`src/rtl/mul_pipe.sv`:
```
// mul_pipe: pipelined radix-4 Booth MULT/MADD/MSUB unit with valid/ready, tags, stall and flush.
// Define MUL_OVF_FLAG_EN to add the out_ovf result flag; the default build omits it.
module mul_pipe #(
  parameter int WIDTH   = 32,
  parameter int LATENCY = 3,
  parameter int TAG_W   = 4
) (
  input  logic                 clk,
  input  logic                 rst,
  input  logic                 flush,
  input  logic                 stall,
  input  logic                 in_valid,
  output logic                 in_ready,
  input  logic [1:0]           in_op,
  input  logic                 in_signed,
  input  logic [WIDTH-1:0]     in_x,
  input  logic [WIDTH-1:0]     in_y,
  input  logic [2*WIDTH-1:0]   in_acc,
  input  logic [TAG_W-1:0]     in_tag,
  output logic                 out_valid,
  input  logic                 out_ready,
  output logic [2*WIDTH-1:0]   out_z,
  output logic [TAG_W-1:0]     out_tag,
`ifdef MUL_OVF_FLAG_EN
  output logic                 out_ovf,
`endif
  output logic                 busy
);

  localparam int ZW   = 2 * WIDTH;
  localparam int NPP  = WIDTH / 2 + 1;
  localparam int NROW = NPP + 1;

  typedef logic [NROW-1:0][ZW-1:0] rows_t;

  function automatic int rows_after(input int n, input int lev);
    int c;
    c = n;
    for (int l = 0; l < lev; l++)
      if (c > 2) c = (c / 3) * 2 + c % 3;
    return c;
  endfunction

  function automatic int total_levels(input int n);
    int c, l;
    c = n;
    l = 0;
    for (int i = 0; i < 64; i++)
      if (c > 2) begin
        c = (c / 3) * 2 + c % 3;
        l++;
      end
    return l;
  endfunction

  localparam int TL   = total_levels(NROW);
  localparam int NMID = LATENCY - 2;

  // Last CSA level finished by middle stage j; levels are spread evenly over the middle stages.
  function automatic int lev_end(input int j);
    if (NMID == 0) return TL;
    return (j * TL) / NMID;
  endfunction

  function automatic logic [ZW-1:0] booth_pp(input logic [2:0] d, input logic [ZW-1:0] xs,
                                             input int sh);
    logic [ZW-1:0] m;
    case (d)
      3'b001, 3'b010: m = xs;
      3'b011:         m = xs << 1;
      3'b100:         m = -(xs << 1);
      3'b101, 3'b110: m = -xs;
      default:        m = '0;
    endcase
    return m << sh;
  endfunction

  // Applies nlev 3:2 levels to the first cnt rows; results are packed to the low rows, rest zero.
  function automatic rows_t csa_reduce(input rows_t r, input int cnt, input int nlev);
    rows_t cur, nxt;
    int c, o;
    cur = r;
    c = cnt;
    for (int l = 0; l < TL; l++) begin
      if (l < nlev && c > 2) begin
        nxt = '0;
        o = 0;
        for (int i = 0; i + 2 < NROW; i += 3)
          if (i + 2 < c) begin
            nxt[o]     = cur[i] ^ cur[i+1] ^ cur[i+2];
            nxt[o + 1] = ((cur[i] & cur[i+1]) | (cur[i] & cur[i+2]) | (cur[i+1] & cur[i+2])) << 1;
            o += 2;
          end
        for (int i = 0; i < NROW; i++)
          if (i >= (c / 3) * 3 && i < c) begin
            nxt[o] = cur[i];
            o++;
          end
        cur = nxt;
        c = (c / 3) * 2 + c % 3;
      end
    end
    return cur;
  endfunction

`ifdef MUL_OVF_FLAG_EN
  // mode = {madd, msub, signed, product_negative}
  function automatic logic ovf_flag(input logic [ZW-1:0] z, input logic [ZW-1:0] acc,
                                    input logic [3:0] mode);
    logic r;
    r = 1'b0;
    if (mode[3] || mode[2]) begin
      if (mode[1]) begin
        if (mode[3]) r = (mode[0] == acc[ZW-1]) && (z[ZW-1] != mode[0]);
        else         r = (acc[ZW-1] != mode[0]) && (z[ZW-1] != acc[ZW-1]);
      end else begin
        r = mode[3] ? (z < acc) : (z > acc);
      end
    end
    return r;
  endfunction
`endif

  logic [LATENCY:1]   vld_p;
  logic [LATENCY:1]   adv;
  rows_t              rows_p [1:LATENCY-1];
  logic [TAG_W-1:0]   tag_p  [1:LATENCY-1];
  rows_t              rows_in;
  logic [ZW-1:0]      pp;
  logic [WIDTH:0]     xe;
  logic [WIDTH+1:0]   ye;
  logic [WIDTH+2:0]   yb;
  logic [ZW-1:0]      xs;
  logic [ZW-1:0]      sum;
  rows_t              fin;
`ifdef MUL_OVF_FLAG_EN
  logic [ZW-1:0]      acc_p  [1:LATENCY-1];
  logic [3:0]         mode_p [1:LATENCY-1];
  logic [3:0]         mode_in;
`endif

  // Advance chain: a stage may load when it is empty or its successor is taking its content.
  always_comb begin
    logic go;
    go = !stall && (!vld_p[LATENCY] || out_ready);
    adv = '0;
    adv[LATENCY] = go;
    for (int k = LATENCY - 1; k >= 1; k--) begin
      go = !stall && (!vld_p[k] || go);
      adv[k] = go;
    end
  end

  assign in_ready  = !flush && adv[1];
  assign out_valid = vld_p[LATENCY];
  assign busy      = |vld_p;

  always_comb begin
    xe = {in_signed & in_x[WIDTH-1], in_x};
    ye = {{2{in_signed & in_y[WIDTH-1]}}, in_y};
    yb = {ye, 1'b0};
    xs = {{(ZW-WIDTH-1){xe[WIDTH]}}, xe};
    pp = '0;
    rows_in = '0;
    for (int i = 0; i < NPP; i++) begin
      pp = booth_pp(yb[2*i +: 3], xs, 2 * i);
      rows_in[i] = (in_op == 2'b10) ? -pp : pp;
    end
    rows_in[NROW-1] = (in_op == 2'b01 || in_op == 2'b10) ? in_acc : '0;
  end

`ifdef MUL_OVF_FLAG_EN
  assign mode_in = {in_op == 2'b01, in_op == 2'b10, in_signed,
                    in_signed & (in_x[WIDTH-1] ^ in_y[WIDTH-1]) & (|in_x) & (|in_y)};
`endif

  always_ff @(posedge clk or negedge rst) begin
    if (!rst) begin
      vld_p <= '0;
    end else if (flush) begin
      vld_p <= '0;
    end else begin
      if (adv[1]) vld_p[1] <= in_valid;
      for (int k = 2; k <= LATENCY; k++)
        if (adv[k]) vld_p[k] <= vld_p[k-1];
      if (!adv[LATENCY] && out_ready) vld_p[LATENCY] <= 1'b0;
    end
  end

  // Stage 1 holds partial products + accumulator term; middle stages hold CSA-reduced rows.
  always_ff @(posedge clk) begin
    if (in_valid && in_ready) begin
      rows_p[1] <= rows_in;
      tag_p[1]  <= in_tag;
`ifdef MUL_OVF_FLAG_EN
      acc_p[1]  <= in_acc;
      mode_p[1] <= mode_in;
`endif
    end
    for (int k = 2; k < LATENCY; k++)
      if (adv[k] && vld_p[k-1]) begin
        rows_p[k] <= csa_reduce(rows_p[k-1], rows_after(NROW, lev_end(k - 2)),
                                lev_end(k - 1) - lev_end(k - 2));
        tag_p[k]  <= tag_p[k-1];
`ifdef MUL_OVF_FLAG_EN
        acc_p[k]  <= acc_p[k-1];
        mode_p[k] <= mode_p[k-1];
`endif
      end
  end

  // Final stage: finish any remaining CSA levels, then the carry-propagate add.
  always_comb begin
    fin = rows_p[LATENCY-1];
    if (NMID == 0) fin = csa_reduce(fin, NROW, TL);
    sum = '0;
    for (int i = 0; i < NROW; i++) sum = sum + fin[i];
  end

  always_ff @(posedge clk or negedge rst) begin
    if (!rst) begin
      out_z   <= '0;
      out_tag <= '0;
`ifdef MUL_OVF_FLAG_EN
      out_ovf <= 1'b0;
`endif
    end else if (adv[LATENCY] && vld_p[LATENCY-1]) begin
      out_z   <= sum;
      out_tag <= tag_p[LATENCY-1];
`ifdef MUL_OVF_FLAG_EN
      out_ovf <= ovf_flag(sum, acc_p[LATENCY-1], mode_p[LATENCY-1]);
`endif
    end
  end

endmodule

```
`config.mk`:
```
export PLATFORM = sky130hd
export DESIGN_NAME = mul_pipe
export DESIGN_NICKNAME = d
export VERILOG_FILES = /design/src/rtl/mul_pipe.sv
export SDC_FILE = /design/constraint.sdc
export NUM_CORES = 2
export LEC_CHECK = 0
export BUFFER_PORTS_ARGS = -buffer_cell sky130_fd_sc_hd__buf_2
export CAP_MARGIN = 20
export CORE_ASPECT_RATIO = 0.7
export CORE_MARGIN = 1
export CORE_UTILIZATION = 34
export CTS_BUF_LIST = sky130_fd_sc_hd__clkbuf_4 sky130_fd_sc_hd__clkbuf_8
export DETAILED_ROUTE_END_ITERATION = 8
export PLACE_DENSITY_LB_ADDON = 0.2
export SKIP_LAST_GASP = 1
export SYNTH_ARGS = -nofsm -noshare
export SYNTH_HDL_FRONTEND = slang
export SYNTH_SLANG_ARGS = --single-unit
```
`constraint.sdc`:
```
create_clock -name clk -period 20.4 [get_ports clk]
set_input_delay 2.04 -clock clk [delete_from_list [all_inputs] [get_ports clk]]
set_output_delay 2.04 -clock clk [all_outputs]
set_load 0.05 [all_outputs]
```
==> run metrics <==
min cycle time layout 9.07 ns; worst r2r src rows_p[2][10]$_DFFE_PP_; setup TNS 0 ns; Seq. cell area 32,200 um^2; dpl hpwl 532 mm; CTS sink cnt between 1,000 and 1,500; GRT Total Usage 44.5%; register area share after synthesis 32.5%; Crit path max-delay family simple AND/OR/NAND/NOR gates; status complete, but fails checks; slowest stage delay, CP 0.91 ns; Data arrival, critical path 9.74 ns; placed cell count 14,200; flop2flop setup slack 13.94 ns; PortBufs 211; pin count of the biggest net entering global routing 144; most common flop cell mapped by yosys edfxtp_1; Num CTS Buffers approximately 200; row count about 170; CP cell instances buf_2 -> inv_1 -> ha_1 -> nor3b_2 -> buf_4 -> nand3_1 -> nand2_1 -> buf_4 -> o221ai_1 -> nor4_1 -> nand3_1 -> nor2_1 -> nand3_1 -> nor2_1 -> a31oi_1; DIE HEIGHT 454 um; Hold Crit Endpoint tag_p[2][3]$_DFFE_PP_; starting density of the core 34.3%; Power Dens Cells 124 nW/um^2; Final Util 38.7%; Setup Viol. Count Final 0; DR vias/cell 6.43; max-slew violations 11; Peak Freq between 0.1 and 0.15 GHz; H-tree depth 4; area delta synth->final 13.0%; commonest cells after routing, fill and taps aside inv_1 (1,084), edfxtp_1 (1,014), nand2_1 (843); Clock Path Buffers 4; vias in the first global route 85,200; Crit Path Class in -> reg; Critical Path RT 21.08 ns; die width 647 um; Crit-path slowest cell nor2_1; Hold Crit Start tag_p[1][3]$_DFFE_PP_; GP Congestion 1.13; GR Layer Usage met3 29.2%; clock latency on the worst-skew pair 1.14 ns; CTS tree built; Post-CTS Setup Inserts 0; Syn Inst Count 10,400; met2 usage approximately 52%; DR iter-0 viols 15,900; antenna violations before repair roughly 120; maximum fanout along the worst path 23; Layout Cells excl Fill 14,700; DRC 0; Antenna Nets Post-Route 0; post-CTS resize count 0; most used cell, CP nand3_1; DIE AREA 294,000 um^2; Yosys cell types 103; Worst Hold Class reg -> reg; syn nets ~12,000; routed wire length per instance 45.8 um; Hold Buf Count CTS 0; drt pass-1 iters 7; Final Skew between 0.15 and 0.2 ns; RSZ-0062 raised after global routing no; relative slew slack -16.8%; WL final 673 mm; Pleak 0.0443 uW; Final period util 44.5%; Post-Syn Area 99,100 um^2; grt ovf 0; hold path cells 0; DR vias 94,400; clock-pin slew on the worst setup and hold paths 0.06 ns; total of max-cap violations 1; Boundary Pins around 210; Root Driver clkbuf_8; Post-Place Worst Slack 10.72 ns; Fill cells 28,800; gr busiest metal met1; layout cells sized above 1 13.5%; # nets final 11,900; Multi-input gate area 60,600 um^2; worst-margin pin slew approximately 1.8 ns; first-pass GRT wire length 856 mm; Buf/Inv on CP 4; Core Region 289,000 um^2; final hold vios 0; most common cell after layout, fill and taps aside inv_1; R2R depth 19; post-synthesis register bit count 1,085; Ys Warns 0; violated checks max-capacitance violations, max-slew violations; number of synthesized flops with an enable pin 1,014; asr flop ratio synth 6.54%; Global Route met1 Usage 62.1%; Final WS setup about 11 ns; reg-to-reg endpoint out_z[39]$_DFFE_PN0P_; VDD IR max roughly 140 uV; Mapped Avg Cell Area 9.54 um^2; element type at the critical path end register; crit path launch type input pin
-- how the worst max path moves through the flow --
stage	start	endpoint	slack, ns	cells after the start
final	in_x[1]	rows_p[1][240]$_DFFE_PP_	11.33	15
after global routing	in_x[1]	rows_p[1][240]$_DFFE_PP_	11.39	15
after detailed placement	in_x[1]	rows_p[1][191]$_DFFE_PP_	10.72	15
after floorplan	out_ready	rows_p[1][0]$_DFFE_PP_	5.55	3
after global placement	in_x[1]	rows_p[1][173]$_DFFE_PP_	10.88	15
after CTS	in_x[1]	rows_p[1][179]$_DFFE_PP_	11.83	15
-- area by class of cell --
type,count,share of cell area (%)
Antenna cell,121,0.270
Inverter,1111,3.73
Sequential cell,1085,28.8
Timing Repair Buffer,788,5.30
Tap cell,3841,4.29
Multi-Input combinational cell,7391,54.1
Clock inverter,67,0.490
Clock buffer,275,3.02
-- per-layer routing --
layer	part of all wire, %	up-vias	routed length, um
li1	-	37300	-
met1	44	48400	295000
met2	34	7266	231000
met3	17	1337	117000
met4	4.3	98	29200
met5	0.17	-	1150
-- sequential cells by signal (all words and copies together) (netlist names) --
register  cells
vld_p         3
rows_p     1006
out_tag       4
tag_p         8
out_z        64
-- cells by family after synthesis --
| logic type | after synthesis | share of synthesized area [%] |
|---|---|---|
| compound gates | 2795 | 18.5 |
| simple gates | 2298 | 11.0 |
| fa+ha+maj | 1187 | 20.4 |
| mux | 263 | 2.70 |
| flops | 1085 | 32.5 |
| buf+inv | 1913 | 7.31 |
| xor+xnor | 848 | 7.50 |
-- power by group --
group	switching, uW	leakage (uW)	internal [uW]
clock	1070	0.00208	1170
sequential	130	0.00988	3070
combinational	5580	0.0323	2830
-- through the flow --
step	area (um^2)	power [uW]	hold WS, ns
finish	112000	13800	0.425
global route	112000	14600	0.426
CTS	111000	13600	0.424
detailed placement	107000	11300	0.407
global placement	107000	11200	0.402
floorplan	99100	7860	0.400
-- Yosys cell counts (30+ instances only) --
cell type	instances	area, um^2
a211oi_1	128	961
a21o_1	77	578
a21oi_1	657	3290
a221o_1	51	510
a221oi_1	119	1040
a22oi_1	76	571
a311oi_1	42	368
a31oi_1	127	795
a32oi_1	41	359
and2_1	39	244
buf_1	160	601
buf_2	30	150
clkbuf_1	608	2280
dfrtp_1	71	1780
edfxtp_1	1014	30400
fa_1	723	14500
ha_1	454	5680
inv_1	1092	4100
mux2i_1	236	2360
nand2_1	846	3180
nand2b_1	61	382
nand3_1	188	941
nand4_1	51	319
nor2_1	531	1990
nor2b_1	108	676
nor3_1	135	676
nor4_1	40	250
o211ai_1	72	541
o21ai_0	738	3690
o221ai_1	95	832
o22ai_1	84	526
o31ai_1	132	991
o41ai_1	37	324
or2_2	65	407
or3_1	54	338
or4_1	48	360
xnor2_1	535	4690
xor2_1	313	2740
Power figures use the tool's default switching activity.
